--- config.mk ---
export PLATFORM = sky130hd
export DESIGN_NAME = frame_validator
export DESIGN_NICKNAME = d
export VERILOG_FILES = /design/src/rtl/frame_validator.sv
export SDC_FILE = /design/constraint.sdc
export NUM_CORES = 1
export LEC_CHECK = 0
export CELL_PAD_IN_SITES_DETAIL_PLACEMENT = 1
export CELL_PAD_IN_SITES_GLOBAL_PLACEMENT = 1
export CORE_UTILIZATION = 35
export CTS_CLUSTER_SIZE = 10
export DETAILED_ROUTE_END_ITERATION = 10
export MAX_ROUTING_LAYER = met4
export PLACE_DENSITY_LB_ADDON = 0.1
export SETUP_SLACK_MARGIN = 0.4
export SYNTH_ARGS = -nofsm -noshare
export SYNTH_HDL_FRONTEND = slang
export SYNTH_SLANG_ARGS = --single-unit
export TNS_END_PERCENT = 5
--- constraint.sdc ---
create_clock -name clk -period 2.05 [get_ports clk]
set_clock_uncertainty 0.15 [all_clocks]
set_input_delay 0.41 -clock clk [delete_from_list [all_inputs] [get_ports clk]]
set_output_delay 0.41 -clock clk [all_outputs]
set_load 0.02 [all_outputs]
--- src/rtl/frame_validator.sv ---
// frame_validator: checks decoded thermostat frames and publishes valid ones over a valid/ready handshake
// Ports: clk, rst_n (async active-low); full (frame-complete level, rising edge = new frame);
//   preamble/constant/thermostat_id/room_temp/set_temp/state/tail_1..3 (decoded fields);
//   out_valid/out_ready (publish handshake); *_out (last valid frame);
//   ok_count/err_count/drop_count (saturating); last_error (last checked frame failed).
// Optional feature: define FRAME_VALIDATOR_TAIL_CHECK_EN to require all tail bytes == EXPECTED_TAIL.
module frame_validator #(
  parameter logic [31:0] EXPECTED_PREAMBLE = 32'hAAAA_AAAA,
  parameter logic [31:0] EXPECTED_CONSTANT = 32'h0000_0000,
  parameter logic [7:0]  EXPECTED_TAIL     = 8'hFF
) (
  input  logic        clk,
  input  logic        rst_n,
  input  logic        full,
  input  logic [31:0] preamble,
  input  logic [31:0] constant,
  input  logic [31:0] thermostat_id,
  input  logic [15:0] room_temp,
  input  logic [15:0] set_temp,
  input  logic [7:0]  state,
  input  logic [7:0]  tail_1,
  input  logic [7:0]  tail_2,
  input  logic [7:0]  tail_3,
  output logic        out_valid,
  input  logic        out_ready,
  output logic [15:0] room_temp_out,
  output logic [15:0] set_temp_out,
  output logic [7:0]  state_out,
  output logic [31:0] thermostat_id_out,
  output logic [7:0]  ok_count,
  output logic [7:0]  err_count,
  output logic [3:0]  drop_count,
  output logic        last_error
);
  typedef enum logic [1:0] {IDLE, CHECK, PUBLISH} fsm_t;
  fsm_t fsm, fsm_nx;
  logic        full_q, strobe, frame_ok;
  logic [31:0] snap_pre, snap_con, snap_id;
  logic [15:0] snap_room, snap_set;
  logic [7:0]  snap_state;
  assign strobe    = full && !full_q;
  assign out_valid = fsm == PUBLISH;
`ifdef FRAME_VALIDATOR_TAIL_CHECK_EN
  logic [7:0] snap_t1, snap_t2, snap_t3;
  assign frame_ok = snap_pre == EXPECTED_PREAMBLE && snap_con == EXPECTED_CONSTANT &&
                    snap_t1 == EXPECTED_TAIL && snap_t2 == EXPECTED_TAIL && snap_t3 == EXPECTED_TAIL;
`else
  logic unused_tails;
  assign unused_tails = ^{tail_1, tail_2, tail_3};
  assign frame_ok = snap_pre == EXPECTED_PREAMBLE && snap_con == EXPECTED_CONSTANT;
`endif
  always_comb begin
    fsm_nx = fsm;
    case (fsm)
      IDLE:    fsm_nx = strobe ? CHECK : IDLE;
      CHECK:   fsm_nx = frame_ok ? PUBLISH : IDLE;
      PUBLISH: fsm_nx = out_ready ? IDLE : PUBLISH;
      default: fsm_nx = IDLE;
    endcase
  end
  always_ff @(posedge clk or negedge rst_n)
    if (!rst_n) fsm <= IDLE;
    else fsm <= fsm_nx;
  always_ff @(posedge clk or negedge rst_n)
    if (!rst_n) begin
      full_q            <= 1'b0;
      snap_pre          <= '0;
      snap_con          <= '0;
      snap_id           <= '0;
      snap_room         <= '0;
      snap_set          <= '0;
      snap_state        <= '0;
`ifdef FRAME_VALIDATOR_TAIL_CHECK_EN
      snap_t1           <= '0;
      snap_t2           <= '0;
      snap_t3           <= '0;
`endif
      room_temp_out     <= '0;
      set_temp_out      <= '0;
      state_out         <= '0;
      thermostat_id_out <= '0;
      ok_count          <= '0;
      err_count         <= '0;
      drop_count        <= '0;
      last_error        <= 1'b0;
    end else begin
      full_q <= full;
      if (fsm == IDLE && strobe) begin
        snap_pre   <= preamble;
        snap_con   <= constant;
        snap_id    <= thermostat_id;
        snap_room  <= room_temp;
        snap_set   <= set_temp;
        snap_state <= state;
`ifdef FRAME_VALIDATOR_TAIL_CHECK_EN
        snap_t1    <= tail_1;
        snap_t2    <= tail_2;
        snap_t3    <= tail_3;
`endif
      end
      if (fsm != IDLE && strobe) drop_count <= drop_count + {3'd0, drop_count != 4'hF};
      if (fsm == CHECK) begin
        last_error <= !frame_ok;
        if (frame_ok) begin
          room_temp_out     <= snap_room;
          set_temp_out      <= snap_set;
          state_out         <= snap_state;
          thermostat_id_out <= snap_id;
          ok_count          <= ok_count + {7'd0, ok_count != 8'hFF};
        end else err_count <= err_count + {7'd0, err_count != 8'hFF};
      end
    end
endmodule

-- After elaboration in Yosys (flattened, before gate mapping)
Cells that the tools add are included.
- flip-flop bits (word level): 232
- bits in latches: 0
- bits in writable memories: 0
- bits in read-only memories: 0
- input port bits: 164
- output and inout bits: 94
- word-level logic and storage cells: 41
- memories: 0
- $add $sub $neg: 3
- $mul: 0
- divide/modulo/power cells: 0
- order comparisons: 0
- equal/unequal tests: 6
- shift operators: 0
- multiplexer cells: 4
- bitwise logic cells: 1
- reduce and logical (&&, ||, !) cells: 11
- operator list (operator ; number):
    $eq 32x32->1 const B ; 1
    $logic_not 32->1 ; 1
    $add 8x1->8 ; 2
    $ne 8x8->1 const B ; 2
    $pmux 2 s3 ; 1
    $add 4x1->4 ; 1
    $logic_and 1x1->1 ; 4
    $mux 2 ; 2
    $ne 4x4->1 const B ; 1
    $reduce_and 2->1 ; 2
    $eq 2x1->1 const B ; 1
    $eq 2x2->1 const B ; 1
    $logic_not 1->1 ; 2
    $logic_not 2->1 ; 1
    $reduce_bool 2->1 ; 1
    $mux 1 ; 1
    $not 1->1 ; 1

-- Longest topological paths before layout
Gate-level depths: netlist (run 1).
- depth after elaboration: 4
- mapped depth: 8
- gate-level depth less buffers: 8

-- Worst setup path before layout (run 1)
No wires, ideal clock.
- path type: register to register
- from: register snap_pre[12]
- to: register ok_count[0]
- setup time: 0.125 ns
- data arrival time: 1.856 ns
- data required time: 1.775 ns
- setup slack: -0.081 ns
- stages on the path, launching flop included: 8
- path buffers: 2
- clock period less this slack: 2.131 ns
- path through: dfrtp_1 > nor4b_1 > nand4_1 > nor4_4 > nand2_2 > buf_6 > buf_6 > mux2_4
- cells in the longest elaborated chain, start to end: 3
- ends and longest elaborated chain (item ; RTL line ; RTL):
    start, declared ; 38 ; logic [31:0] snap_pre, snap_con, snap_id;
    start signal, assigned ; 89 ; snap_pre <= preamble;
    $eq 32x32->1 ; 50 ; assign frame_ok = snap_pre == EXPECTED_PREAMBLE && snap_con == EXPECTED_CONSTANT;
    $logic_and 1x1->1 ; 50 ;
    $reduce_and 2->1 (no line) ; -- ;
    end signal, assigned ; 109 ; ok_count <= ok_count + {7'd0, ok_count != 8'hFF};
    end, declared ; 30 ; output logic [7:0] ok_count,
No other way between the ends.
A chain may end at the register's enable or synchronous reset.

-- Worst setup path after layout (run 1)
- from: register snap_con[14]
- to: register set_temp_out[2]
- cells in the longest elaborated chain, start to end: 3
- ends and longest elaborated chain (item ; RTL line ; RTL):
    start, declared ; 38 ;
    start signal, assigned ; 90 ; snap_con <= constant;
    $logic_not 32->1 ; 50 ;
    $logic_and 1x1->1 ; 50 ;
    $reduce_and 2->1 (no line) ; -- ;
    end signal, assigned ; 106 ; set_temp_out <= snap_set;
    end, declared ; 27 ; output logic [15:0] set_temp_out,
No other way between the ends.

==> results.cfg, run 1 <==
[detailed_routing]
vias = 5580
first_pass_iters = 4
wl_microns = 23400
initialDrtViolationCount = 251
route.detailed.drc = 0
final_antenna_net_count = 0
vias_per_cell = 4.79
wl_per_cell_microns = 20.1

[synth]
synth_area_leader_cell = dfrtp_1
ys_async_sr_fraction = 1.00
synth.top_cells.by_count = dfrtp_1 (232), mux2_2 (176), mux2_4 (38), clkbuf_1 (16), nand4_1 (10)
yosys_warnings = 0
syn_inst = 554
yosysMostFrequentCell = dfrtp_1
avgSynthCellArea_sq_um = 16.4
synthTopCellsByArea = dfrtp_1 (64%), mux2_2 (22%), mux2_4 (6.3%)
synth-edff-count = 0
synth_fp_nets = 724
syn_area_sq_mm = 0.00910
synth_top_area_frac = 0.638
yosysSeqAreaShare = 0.638
synth_seq_cells = 232
ys.flop_type = dfrtp_1
synth_cell_types = 27

[grt]
grt_antenna_before_repair = 0
grt_usage = 0.185
grt_pass1_wl_microns = 37500
grt_remaining_overflow = 0
grt_max_degree = 52
grt_pass1_vias = 6612

[worst_setup_path]
critPathArrivalTime_ns = 2.60
critPathLaunch = snap_con[14]$_DFFE_PN0P_
cp.depth = 6
timing.rr.end = set_temp_out[2]$_DFFE_PN0P_
reg2reg_slack_ns = -0.29
path_delay_family = simple AND/OR/NAND/NOR gates
r2r_cells = 6
worstPathMaxFanout = 41
cp.required_ns = 2.31
criticalPathCategory = reg -> reg
critPathCapture = set_temp_out[2]$_DFFE_PN0P_
reg2reg_from = snap_con[14]$_DFFE_PN0P_
crit_path_end_kind = flip-flop
crit_path_max_incr_delay_ns = 0.41
worst-path-buf-inv = 1
crit_slowest_cell = dfrtp_1
worstSetupStartpointType = flip-flop
path_cells = nor4_2 -> nand4_1 -> nor4_4 -> nand2_4 -> buf_12 -> mux2_2

[floorplanning]
die_h_microns = 163
io_pins = 258
start_util = 0.359
core_sq_mm = 0.0253
fp.dieW_microns = 163
die_area_sq_mm = 0.0267
fp-row-count = 58

[power]
p_leak_nw = 6.51
p_int_w = 0.00901
seqPwrFrac = 0.472
combPwrFrac = 0.159
p_switching_w = 0.00284
p_clk_frac = 0.369
p_sw_frac = 0.240
powerDensity_mw_per_mm2 = 873
ir_drop_mv = 0.491

[final_layout]
final_util = 0.536
n_antenna_cell = 0
area_growth_pct = 49.2
nNetsFinal = 993
drive_gt1_frac = 0.460
finalInstanceArea_sq_mm = 0.0136

[placement]
pre_cts_ws_ns = -0.468
dpl_cell_area_sq_mm = 0.0121
io_buffers = 233
dp_hpwl_microns = 15800
gp_congestion = 0.763

[clocking]
clock_latency_ns = 0.53
cts_sinks = 232
cts_buffers = 28
clkTransAtPathRegs_ns = 0.06
cts_buffer_depth = 3
cts_tree = built
cts_root_buffer = clkbuf_16
cts_setup_buffers = 0
h-tree-depth = 1

[timing]
slew_headroom = 0.715
setup_violations = 89
fin_setup_tns_ns = -21.64
fmax_mhz = 427
hold_viol = 0
period_minus_slack_ns = 2.34
slew_viol_final = 0
finalCritPeriodShare = 1.14
layout_setup_ws_ns = -0.293
rsz0062_at_grt = true
finalHoldWorstSlack_ns = 0.0880
tightest_slew_ns = 0.428

[worst_hold_path]
min_path_type = in -> reg
min_path_cells = 1

[run_status]
outcome = complete, but fails checks
violations = negative setup slack

[job]
max_cap_violations = 0
[power groups by stage]
| stage | clock network (W) | logic (W) | registers (W) |
|---|---|---|---|
| 2_1_floorplan | 0 | 0.000690 | 0.00559 |
| 3_3_place_gp | 0 | 0.00146 | 0.00554 |
| 3_5_place_dp | 0 | 0.00155 | 0.00561 |
| 4_1_cts | 0.00452 | 0.00191 | 0.00559 |
| 5_1_grt | 0.00470 | 0.00203 | 0.00567 |
| 6_report | 0.00437 | 0.00189 | 0.00560 |
[metal layers]
metal	vias up	global-route usage	wire length (microns)
li1	2504	-	-
met1	2873	0.235	9960
met2	172	0.297	11600
met3	31	0.0406	1420
met4	0	0.0484	441
met5	-	-	0
[how the worst min path moves through the flow]
stage	start	slack (ns)	to
after floorplan	rst_n	-0.04	drop_count[0]$_DFFE_PN0P_
after detailed placement	rst_n	0.22	thermostat_id_out[16]$_DFFE_PN0P_
after CTS	full	0.07	full_q$_DFF_PN0_
after global placement	rst_n	0.21	thermostat_id_out[19]$_DFFE_PN0P_
final	full	0.09	full_q$_DFF_PN0_
after global routing	full	0.08	full_q$_DFF_PN0_
[cell families (layout without fill, tap and decap cells)]
logic type,after synthesis,count (layout),share of synthesized area
buffers and inverters,26,306,0.0154
multiplexers,214,214,0.280
AND/OR/NAND/NOR,60,60,0.0433
adder cells (fa/ha/maj),6,6,0.00825
XOR/XNOR,14,14,0.0135
flip-flops,232,232,0.638
AO/OA/AOI/OAI,2,2,0.00137
[flip-flops by register name, summed over array words and instances, names as in the netlist, 8 cells and up]
signal	cells
ok_count	8
snap_pre	32
snap_set	16
set_temp_out	16
snap_state	8
state_out	8
room_temp_out	16
snap_room	16
thermostat_id_out	32
err_count	8
snap_id	32
snap_con	32
[cells in the final DEF, fill, tap and decap left out, drive strengths merged]
| master | count |
|---|---|
| nand2b | 2 |
| ha | 6 |
| nor4b | 4 |
| nor2b | 2 |
| o21a | 1 |
| nor4bb | 7 |
| nand3 | 5 |
| xor2 | 6 |
| dfrtp | 232 |
| and4 | 1 |
| inv | 1 |
| xnor2 | 8 |
| nand2 | 6 |
| nor3 | 3 |
| dlygate4sd2 | 4 |
| dlygate4sd3 | 1 |
| clkbuf | 39 |
| buf | 121 |
| and3 | 6 |
| nor2 | 5 |
| nor4 | 7 |
| o21ai | 1 |
| and2 | 2 |
| nand4 | 10 |
| clkdlybuf4s50 | 137 |
| clkinv | 2 |
| clkdlybuf4s15 | 1 |
| mux2 | 214 |
[what timing repair did]
item / in CTS / in global routing
hold endpoints to repair: 44 / 0
pin swaps: 4 / 2
hold buffers: 1 / 0
setup endpoints to repair: 320 / 310
gates resized for setup: 628 / 72
[layout make-up]
class                      count  area (sq um)
sequential                   232          5810
tap                          330           413
timing repair buffer         264          2820
inverter                       1          3.75
multi-input combinational    296          3750
fill                        2356         11700
clock buffer                  39           783
clock inverter                 2          10.0
[per-stage QoR]
step / instances / total power, W
floorplan: 554 / 0.00628
finish: 1164 / 0.0119
global placement: 1122 / 0.00701
global route: 1164 / 0.0124
detailed placement: 1122 / 0.00716
CTS: 1164 / 0.0120
No activity file was read; power rests on OpenSTA's default activity.
==> run 2, diff against run 1 <==
HOLD_SLACK_MARGIN = 0.08   (was default)
==> results.cfg, run 2 (same netlist as run 1, synthesis figures left out) <==
[clocking]
clkTransAtPathRegs_ns = 0.05
cts_buffers = 28
cts_sinks = 232
cts_buffer_depth = 3
clock_latency_ns = 0.53
cts_tree = built
cts_setup_buffers = 0
h-tree-depth = 1
cts_root_buffer = clkbuf_16

[final_layout]
drive_gt1_frac = 0.460
n_antenna_cell = 0
final_cell_mix = dfrtp_1 (231), mux2_4 (171), clkdlybuf4s50_1 (137)
final_common_cell = dfrtp_1
nNetsFinal = 994
fill_cells = 2356
area_growth_pct = 49.3
finalInstanceArea_sq_mm = 0.0136

[worst_setup_path]
crit_slowest_cell = nor4_4
worstSetupStartpointType = flip-flop
critPathArrivalTime_ns = 2.60
path_cells = nor4bb_1 -> nand4_1 -> nor4_4 -> nand2_4 -> buf_12 -> mux2_2
worst-path-buf-inv = 1
path_delay_family = simple AND/OR/NAND/NOR gates
worstPathMaxFanout = 41
criticalPathCategory = reg -> reg
crit_path_end_kind = flip-flop
crit_path_max_incr_delay_ns = 0.45
cp.required_ns = 2.31

[timing]
setup_violations = 90
finalCritPeriodShare = 1.14
rsz0062_at_grt = true
tightest_slew_ns = 0.428
slew_headroom = 0.715
layout_setup_ws_ns = -0.294
slew_viol_final = 0
fmax_mhz = 427
hold_viol = 0
period_minus_slack_ns = 2.34

[detailed_routing]
route.detailed.drc = 0
met1_length_microns = 9960
routed.top_layer = met4
dr_wl_met2_microns = 11600
first_pass_iters = 4
initialDrtViolationCount = 259
vias_per_cell = 4.79
final_antenna_net_count = 0
wl_microns = 23400
vias = 5576
wl_per_cell_microns = 20.1
dr_wl_met3_microns = 1420

[grt]
grt_pass1_vias = 6618
grt_antenna_before_repair = 0
grt_max_degree = 52
grt_remaining_overflow = 0
grt_pass1_wl_microns = 37500
grt_usage = 0.185

[worst_hold_path]
min_path_type = in -> async

[run_status]
outcome = complete, but fails checks
violations = negative setup slack

[power]
p_leak_nw = 6.52
ir_drop_mv = 0.491
p_total_w = 0.0119
powerDensity_mw_per_mm2 = 872

[placement]
dpl_cell_area_sq_mm = 0.0121
dp_hpwl_microns = 15800
gp_congestion = 0.763
io_buffers = 233

[floorplanning]
fp.dieW_microns = 163
fp-row-count = 58
io_pins = 258
core_sq_mm = 0.0253
die_h_microns = 163
die_area_sq_mm = 0.0267
start_util = 0.359

[job]
max_cap_violations = 0
[run 2: changes by cell type in the layout (fill, tap and decap cells not counted), sizes merged]
cell         previous run  this run
dlygate4sd3             1         2
[run 2: final cells by class]
cell class,count,area (sq um),share of cell area
Clock buffer,39,783,0.0576
Timing Repair Buffer,265,2830,0.208
Inverter,1,3.75,0.000276
Tap cell,330,413,0.0304
Clock inverter,2,10.0,0.000737
Sequential cell,232,5810,0.427
Multi-Input combinational cell,296,3750,0.276
[run 2: report_power, final]
group	switching, W	internal [W]	leakage, nW
Sequential	0.000432	0.00516	2.91
Combinational	0.000642	0.00125	3.22
Clock	0.00177	0.00260	0.389
Total	0.00284	0.00901	6.52
[run 2: path summary, 6_finish.rpt]
kind | startpoint | endpoint | slack, ns | cells after the start
max | snap_pre[2]$_DFFE_PN0P_ | set_temp_out[2]$_DFFE_PN0P_ | -0.29 | 6
min | rst_n | thermostat_id_out[19]$_DFFE_PN0P_ | 0.26 | 2
max reg2reg | snap_pre[2]$_DFFE_PN0P_ | set_temp_out[2]$_DFFE_PN0P_ | -0.29 | 6
min reg2reg | ok_count[6]$_DFFE_PN0P_ | ok_count[6]$_DFFE_PN0P_ | 0.35 | 1
max in group asynchronous | rst_n | snap_con[29]$_DFFE_PN0P_ | 0.87 | 3
min in group clk | set_temp[0] | snap_set[0]$_DFFE_PN0P_ | 0.34 | 2
[run 2: per-stage QoR]
step                      setup WS, ns  hold slack [ns]  TNS, ns  utilization  cells
final                           -0.294            0.265   -21.86        0.537   1165
after global routing            -0.402            0.283   -30.94        0.537   1165
after CTS                       -0.308            0.261   -22.39        0.530   1165
after detailed placement        -0.468            0.218   -65.16        0.477   1122
after global placement          -0.409            0.208   -53.91        0.477   1122
after floorplan                -0.0765          -0.0356    -2.86            -    554
[run 2: repair_timing]
item | in CTS | in global routing
hold buffers | 2 | 0
pin swaps | 4 | 2
endpoints found under the hold margin | 196 | 0
setup endpoints to repair | 320 | 310
resized for setup | 628 | 72
[run 2: routing by layer]
layer / vias up / track usage
met5: - / -
met3: 31 / 0.0406
met4: 0 / 0.0484
li1: 2506 / -
met1: 2867 / 0.235
met2: 172 / 0.297
==> run 3, diff against run 2 <==
CORE_MARGIN = 3   (was default)
SLEW_MARGIN = 25   (was default)
==> results.cfg, run 3 (same netlist as run 1, synthesis figures left out) <==
[run_status]
outcome = complete, but fails checks
violations = negative setup slack

[detailed_routing]
vias = 5616
vias_per_cell = 4.82
first_pass_iters = 4
initialDrtViolationCount = 194
wl_microns = 24400
final_antenna_net_count = 0
route.detailed.drc = 0
wl_per_cell_microns = 21.0

[final_layout]
fill_cells = 2398
final_cell_mix = dfrtp_1 (229), mux2_4 (166), clkdlybuf4s50_1 (138)
finalInstanceArea_sq_mm = 0.0136
final_common_cell = dfrtp_1
instances_no_fill = 1164
area_growth_pct = 49.2
nNetsFinal = 1000
drive_gt1_frac = 0.460

[grt]
grt_remaining_overflow = 0
grt.busiest_layer = met2
grt_max_degree = 51
use_met3 = 0.0446
grtUsageMet2 = 0.296
use_met1 = 0.216
grt_pass1_wl_microns = 38300
grt_antenna_before_repair = 1
grt_pass1_vias = 6539
grt_usage = 0.175

[power]
combPwrFrac = 0.163
p_clk_frac = 0.352
p_total_w = 0.0115
p_sw_frac = 0.239
powerDensity_mw_per_mm2 = 848
p_switching_w = 0.00275
p_leak_nw = 6.53
seqPwrFrac = 0.485
p_int_w = 0.00877
ir_drop_mv = 0.483

[worst_setup_path]
critPathLaunch = snap_con[1]$_DFFE_PN0P_
timing.rr.end = thermostat_id_out[9]$_DFFE_PN0P_
reg2reg_from = snap_con[1]$_DFFE_PN0P_
worstSetupStartpointType = flip-flop
reg2reg_slack_ns = -0.35
critPathArrivalTime_ns = 2.64
r2r_cells = 8
worstPathMaxFanout = 7
criticalPathCategory = reg -> reg
cp.required_ns = 2.29
crit_path_end_kind = flip-flop

[floorplanning]
io_pins = 258
fp.dieW_microns = 167
die_area_sq_mm = 0.0280
start_util = 0.358
fp-row-count = 58
die_h_microns = 167
core_sq_mm = 0.0254

[timing]
period_minus_slack_ns = 2.40
slew_headroom = 0.726
fmax_mhz = 417
finalHoldWorstSlack_ns = 0.253
tightest_slew_ns = 0.411
slew_viol_final = 0
layout_setup_ws_ns = -0.349
rsz0062_at_grt = true
hold_viol = 0
setup_violations = 90
fin_setup_tns_ns = -26.58
finalCritPeriodShare = 1.17

[placement]
dpl.cell_count = 1120
dpl_cell_area_sq_mm = 0.0121
dp_hpwl_microns = 16300
io_buffers = 233
gp_congestion = 0.755

[job]
max_cap_violations = 0

[clocking]
clkTransAtPathRegs_ns = 0.05
cts_sinks = 232
h-tree-depth = 1
cts_buffer_depth = 3
clock_latency_ns = 0.51
cts_buffers = 27
cts_tree = built
cts_root_buffer = clkbuf_16

[worst_hold_path]
min_path_type = in -> async
run 3: worst max-delay path: stages (launching register included):
cell and delay (ns):
dfrtp_1 0.40, nor4bb_2 0.36, buf_4 0.17, nand4_1 0.13, nor4_4 0.29, buf_6 0.19
nand2_8 0.11, clkbuf_16 0.19, mux2_4 0.30
run 3: layout make-up:
| cell class | instances | area [sq um] | share of cell area |
|---|---|---|---|
| multi-input combinational | 297 | 3740 | 0.275 |
| antenna | 1 | 2.50 | 0.000184 |
| clock inverter | 1 | 5.00 | 0.000369 |
| clock buffer | 31 | 701 | 0.0516 |
| tap | 330 | 413 | 0.0304 |
| sequential | 232 | 5810 | 0.428 |
| timing repair buffer | 271 | 2910 | 0.214 |
| inverter | 1 | 3.75 | 0.000276 |
run 3: per-layer routing:
metal / up-vias / part of all wire
li1: 2518 / -
met1: 2917 / 0.42
met2: 155 / 0.51
met3: 26 / 0.060
met4: 0 / 0.014
met5: - / 0
run 3: what timing repair did:
item | in CTS | in global routing
setup buffers | 1 | 3
endpoints found under the hold margin | 232 | 0
resized for setup | 563 | 98
pin swaps | 3 | 5
gates cloned | 0 | 6
setup endpoints to repair | 313 | 301
hold buffers | 1 | 0
run 3: power by group through the flow:
stage | registers (W) | logic [W] | clock network (W)
after global routing | 0.00568 | 0.00202 | 0.00440
after global placement | 0.00555 | 0.00148 | 0
after CTS | 0.00558 | 0.00190 | 0.00420
after floorplan | 0.00559 | 0.000690 | 0
after detailed placement | 0.00561 | 0.00155 | 0
final | 0.00559 | 0.00188 | 0.00405
run 3: how the worst max path moves through the flow:
stage	to	cells past startpoint	slack [ns]
6_report	thermostat_id_out[9]$_DFFE_PN0P_	8	-0.35
5_1_grt	thermostat_id_out[3]$_DFFE_PN0P_	8	-0.45
4_1_cts	thermostat_id_out[23]$_DFFE_PN0P_	7	-0.39
3_5_place_dp	thermostat_id_out[23]$_DFFE_PN0P_	7	-0.49
3_3_place_gp	thermostat_id_out[23]$_DFFE_PN0P_	7	-0.44
2_1_floorplan	ok_count[0]$_DFFE_PN0P_	7	-0.08
run 3: per-stage QoR:
step | util | setup slack, ns
after global routing | 0.535 | -0.447
after CTS | 0.517 | -0.385
after detailed placement | 0.476 | -0.489
after floorplan | - | -0.0765
after global placement | 0.476 | -0.435
final | 0.535 | -0.349
==> patch 1 (config.mk and constraints of run 3) <==
`EXPECTED_PREAMBLE`: 32'hAAAA_AAAA -> 32'h7FFFFFFF.
--- a/src/rtl/frame_validator.sv
+++ b/src/rtl/frame_validator.sv
@@ -7,3 +7,3 @@
 module frame_validator #(
-  parameter logic [31:0] EXPECTED_PREAMBLE = 32'hAAAA_AAAA,
+  parameter logic [31:0] EXPECTED_PREAMBLE = 32'h7FFFFFFF,
   parameter logic [31:0] EXPECTED_CONSTANT = 32'h0000_0000,
Check against the original RTL: not equivalent (a bounded check fails within 4 cycles, from zero or initial values and one cycle with rst_n low).
==> patch 1 against run 3 <==
- the flow still finishes with violations (negative setup slack)
- cell area rose by 0.17%
- routed wire length about the same
- area after synthesis fell by 1.5%
- worst hold slack worse by 27 ps
- sequential cell count is the same
- die area down 1.5%
- total power hardly changed
- worst setup slack got worse by 32 ps
- largest power group unchanged
- highest routed layer unchanged
==> patch 1: results <==
{
  "gr-usage-met2": 0.293,
  "failed_checks": "negative setup slack",
  "postCtsSetupBuffers": 4,
  "pnr_worst_setup_slack_ps": -381,
  "met1_usage": 0.199,
  "post_cts_resized": 490,
  "timing.hold.ws_ps": 226,
  "grt.total_usage": 0.168,
  "gp_congestion": 0.748,
  "via_per_inst": 4.89,
  "wl_met2_um": 12700,
  "drive_gt1_frac": 0.435,
  "crit_path_end": "thermostat_id_out[1]",
  "multi_input_gates": 299,
  "run_status": "finished, violations left",
  "first_pass_grt_wire_length_um": 36700,
  "grt_max_degree": 66,
  "max-vdd-ir-drop_mv": 0.471,
  "start_point_of_the_critical_path": "snap_con[25]",
  "drt-total-wl_um": 24400,
  "timing.critical_path.arrival_ps": 2670,
  "global_route.usage.met3": 0.0436,
  "final-setup-viol-count": 89,
  "synth_sequential_area_ratio": 0.648,
  "inv_count": 2,
  "dp.final_hpwl_um": 15900,
  "place_worst_setup_slack_ps": -537
}
==> patch 1: cell types whose count changed in the layout (fill, tap and decap cells not counted), moves of 3 or more <==
cell / before / now
nor4bb_2: 3 / 0
mux2_4: 166 / 181
mux2_1: 0 / 14
nor4b_1: 4 / 0
nand4_1: 10 / 16
buf_4: 16 / 11
clkbuf_1: 3 / 6
mux2_2: 48 / 19
buf_12: 7 / 11
nor2_1: 5 / 9
==> patch 1: cell families (layout without fill, tap and decap cells) <==
kind of cell / Yosys count / in the layout / synth area share
AO/OA/AOI/OAI: 1 / 1 / 0.000838
XOR/XNOR: 14 / 14 / 0.0137
adder cells (fa/ha/maj): 6 / 6 / 0.00837
buffers and inverters: 28 / 304 / 0.0176
flip-flops: 232 / 232 / 0.648
multiplexers: 214 / 214 / 0.269
other: 0 / 1 / 0
AND/OR/NAND/NOR: 64 / 64 / 0.0430
==> patch 1: worst reg2reg max path, stage by stage, from the launching register on <==
cell and delay, ps:
dfrtp_1 390, nor4_2 300, buf_4 150, nand4_1 120
nor4_4 330, and2_4 230, buf_12 150, buf_6 150
mux2_1 340
==> patch 1: power groups by stage <==
stage / Sequential [W] / Combinational, W / Clock [W]
after floorplan: 0.00556 / 0.000661 / 0
after global placement: 0.00552 / 0.00144 / 0
after detailed placement: 0.00559 / 0.00152 / 0
after CTS: 0.00554 / 0.00164 / 0.00425
after global routing: 0.00565 / 0.00200 / 0.00446
final: 0.00557 / 0.00186 / 0.00409
==> patch 1: through the flow <==
step | instances | utilization | total power [W] | TNS (ps)
CTS | 1154 | 0.516 | 0.0114 | -31560
floorplan | 559 | - | 0.00622 | -22140
global route | 1160 | 0.550 | 0.0121 | -37800
detailed placement | 1114 | 0.482 | 0.00711 | -66450
finish | 1160 | 0.550 | 0.0115 | -26510
global placement | 1114 | 0.482 | 0.00697 | -54420
==> patch 2 (config.mk and constraints of run 3) <==
Without the edit above. Encoding of `fsm_t`: now one-hot (3 bits for 3 states).
--- a/src/rtl/frame_validator.sv
+++ b/src/rtl/frame_validator.sv
@@ -34,3 +34,3 @@
 );
-  typedef enum logic [1:0] {IDLE, CHECK, PUBLISH} fsm_t;
+  typedef enum logic [2:0] {IDLE = 3'b001, CHECK = 3'b010, PUBLISH = 3'b100} fsm_t;
   fsm_t fsm, fsm_nx;
Behaviour: no difference found for any inputs over 10 cycles, from zero or initial values and one cycle with rst_n low; not proved beyond that.
==> patch 2 against run 3 <==
- utilization decreased by 1.9 points
- sequential power increased by 1%
- total power increased by 1.5%
- worst setup slack got worse by 28 ps
- sequential cell count up 1
- largest power group unchanged
- critical path depth is the same
- the run still ends with negative setup slack left
- cell area decreased by 3.3%
- count of clock-buffer cells in the layout grew 14
- routed wire length decreased by 6.3%
- area after synthesis up 0.60%
==> patch 2: results <==
{
  "drt-initial-drc-count": 189,
  "gp_congestion": 0.756,
  "grt_max_degree": 55,
  "synth_xor_area_frac": 0.0134,
  "fin_tns_setup_ps": -27940,
  "timing.hold.ws_ps": 213,
  "drive_gt1_frac": 0.449,
  "crit-reg2reg-capture": "thermostat_id_out[7]",
  "via_per_inst": 4.76,
  "run_status": "finished, violations left",
  "cts_made_buffers": 28,
  "detail_route.wl_per_cell_um": 19.4,
  "clk_path_buf_depth": 3,
  "drt-total-wl_um": 22900,
  "nFillCells": 2415,
  "grt_pass1_vias": 6563,
  "commonest_cells_in_the_netlist": "232 x dfrtp_1, 176 x mux2_2, 38 x mux2_4",
  "place_worst_setup_slack_ps": -580,
  "synth.avg_cell_area_um2": 16.4,
  "antenna_found_initial": 0,
  "max-vdd-ir-drop_mv": 0.554,
  "post_cts_resized": 482,
  "placed_cells": 1127,
  "timing.critical_path.arrival_ps": 2680,
  "min_path_type": "primary input to flop",
  "final-setup-viol-count": 90,
  "dp.final_hpwl_um": 16500,
  "critPathMaxFanout": 32,
  "muxShareOfSynthArea": 0.279,
  "grt.total_usage": 0.167,
  "number_of_nets_in_the_synthesized_netlist": 728,
  "fin_nets": 999,
  "ys_types": 31,
  "synth-adder-area-share": 0.00820,
  "antenna_cells_inserted": 0,
  "pnr_worst_setup_slack_ps": -378,
  "tightestPinTransition_ps": 449,
  "failed_checks": "negative setup slack",
  "synth_sequential_area_ratio": 0.637,
  "detail-route-antenna-nets": 0,
  "largest_cells_by_area_after_synthesis": "dfrtp_1 63%, mux2_2 22%, mux2_4 6.2%",
  "reg2reg_from": "snap_pre[18]",
  "power.leakage_nw": 6.05
}
-- patch 2: power breakdown --
part	switching, W	leakage, nW	total (W)	internal (W)
Sequential	0.000408	2.94	0.00566	0.00525
Clock	0.00178	0.396	0.00442	0.00265
Combinational	0.000580	2.72	0.00161	0.00103
Total	0.00276	6.05	0.0117	0.00892
-- patch 2: how the worst max path moves through the flow --
| stage | start | to | slack, ps | cells past startpoint |
|---|---|---|---|---|
| 6_report | snap_pre[18] | thermostat_id_out[7] | -380 | 8 |
| 5_1_grt | snap_pre[18] | thermostat_id_out[7] | -450 | 8 |
| 4_1_cts | snap_pre[16] | thermostat_id_out[7] | -370 | 8 |
| 3_5_place_dp | snap_pre[4] | set_temp_out[7] | -580 | 7 |
| 3_3_place_gp | snap_pre[4] | set_temp_out[7] | -500 | 7 |
| 2_1_floorplan | snap_pre[4] | ok_count[0] | -140 | 7 |
-- patch 2: cell type report --
| class | count | area [um2] | area share |
|---|---|---|---|
| Inverter | 1 | 3.75 | 0.000286 |
| Timing Repair Buffer | 265 | 2820 | 0.215 |
| Tap cell | 330 | 413 | 0.0315 |
| Sequential cell | 233 | 5830 | 0.444 |
| Clock buffer | 45 | 806 | 0.0614 |
| Multi-Input combinational cell | 300 | 3240 | 0.247 |
| Clock inverter | 2 | 10.0 | 0.000763 |
-- patch 2: worst max-delay path, cell delays in order, from the launching register on --
cell      delay (ps)
dfrtp_1          390
nor4bb_1         300
buf_4            160
nand4_1          190
nor4_4           300
buf_4            180
nand2_4           80
buf_12           220
mux2_4           320
-- patch 2: per-layer routing --
metal | up-vias | wire [um] | global-route usage
met1 | 2871 | 9200 | 0.200
met2 | 163 | 11700 | 0.283
li1 | 2532 | - | -
met3 | 29 | 1470 | 0.0463
met5 | - | 0 | -
met4 | 0 | 480 | 0.0402
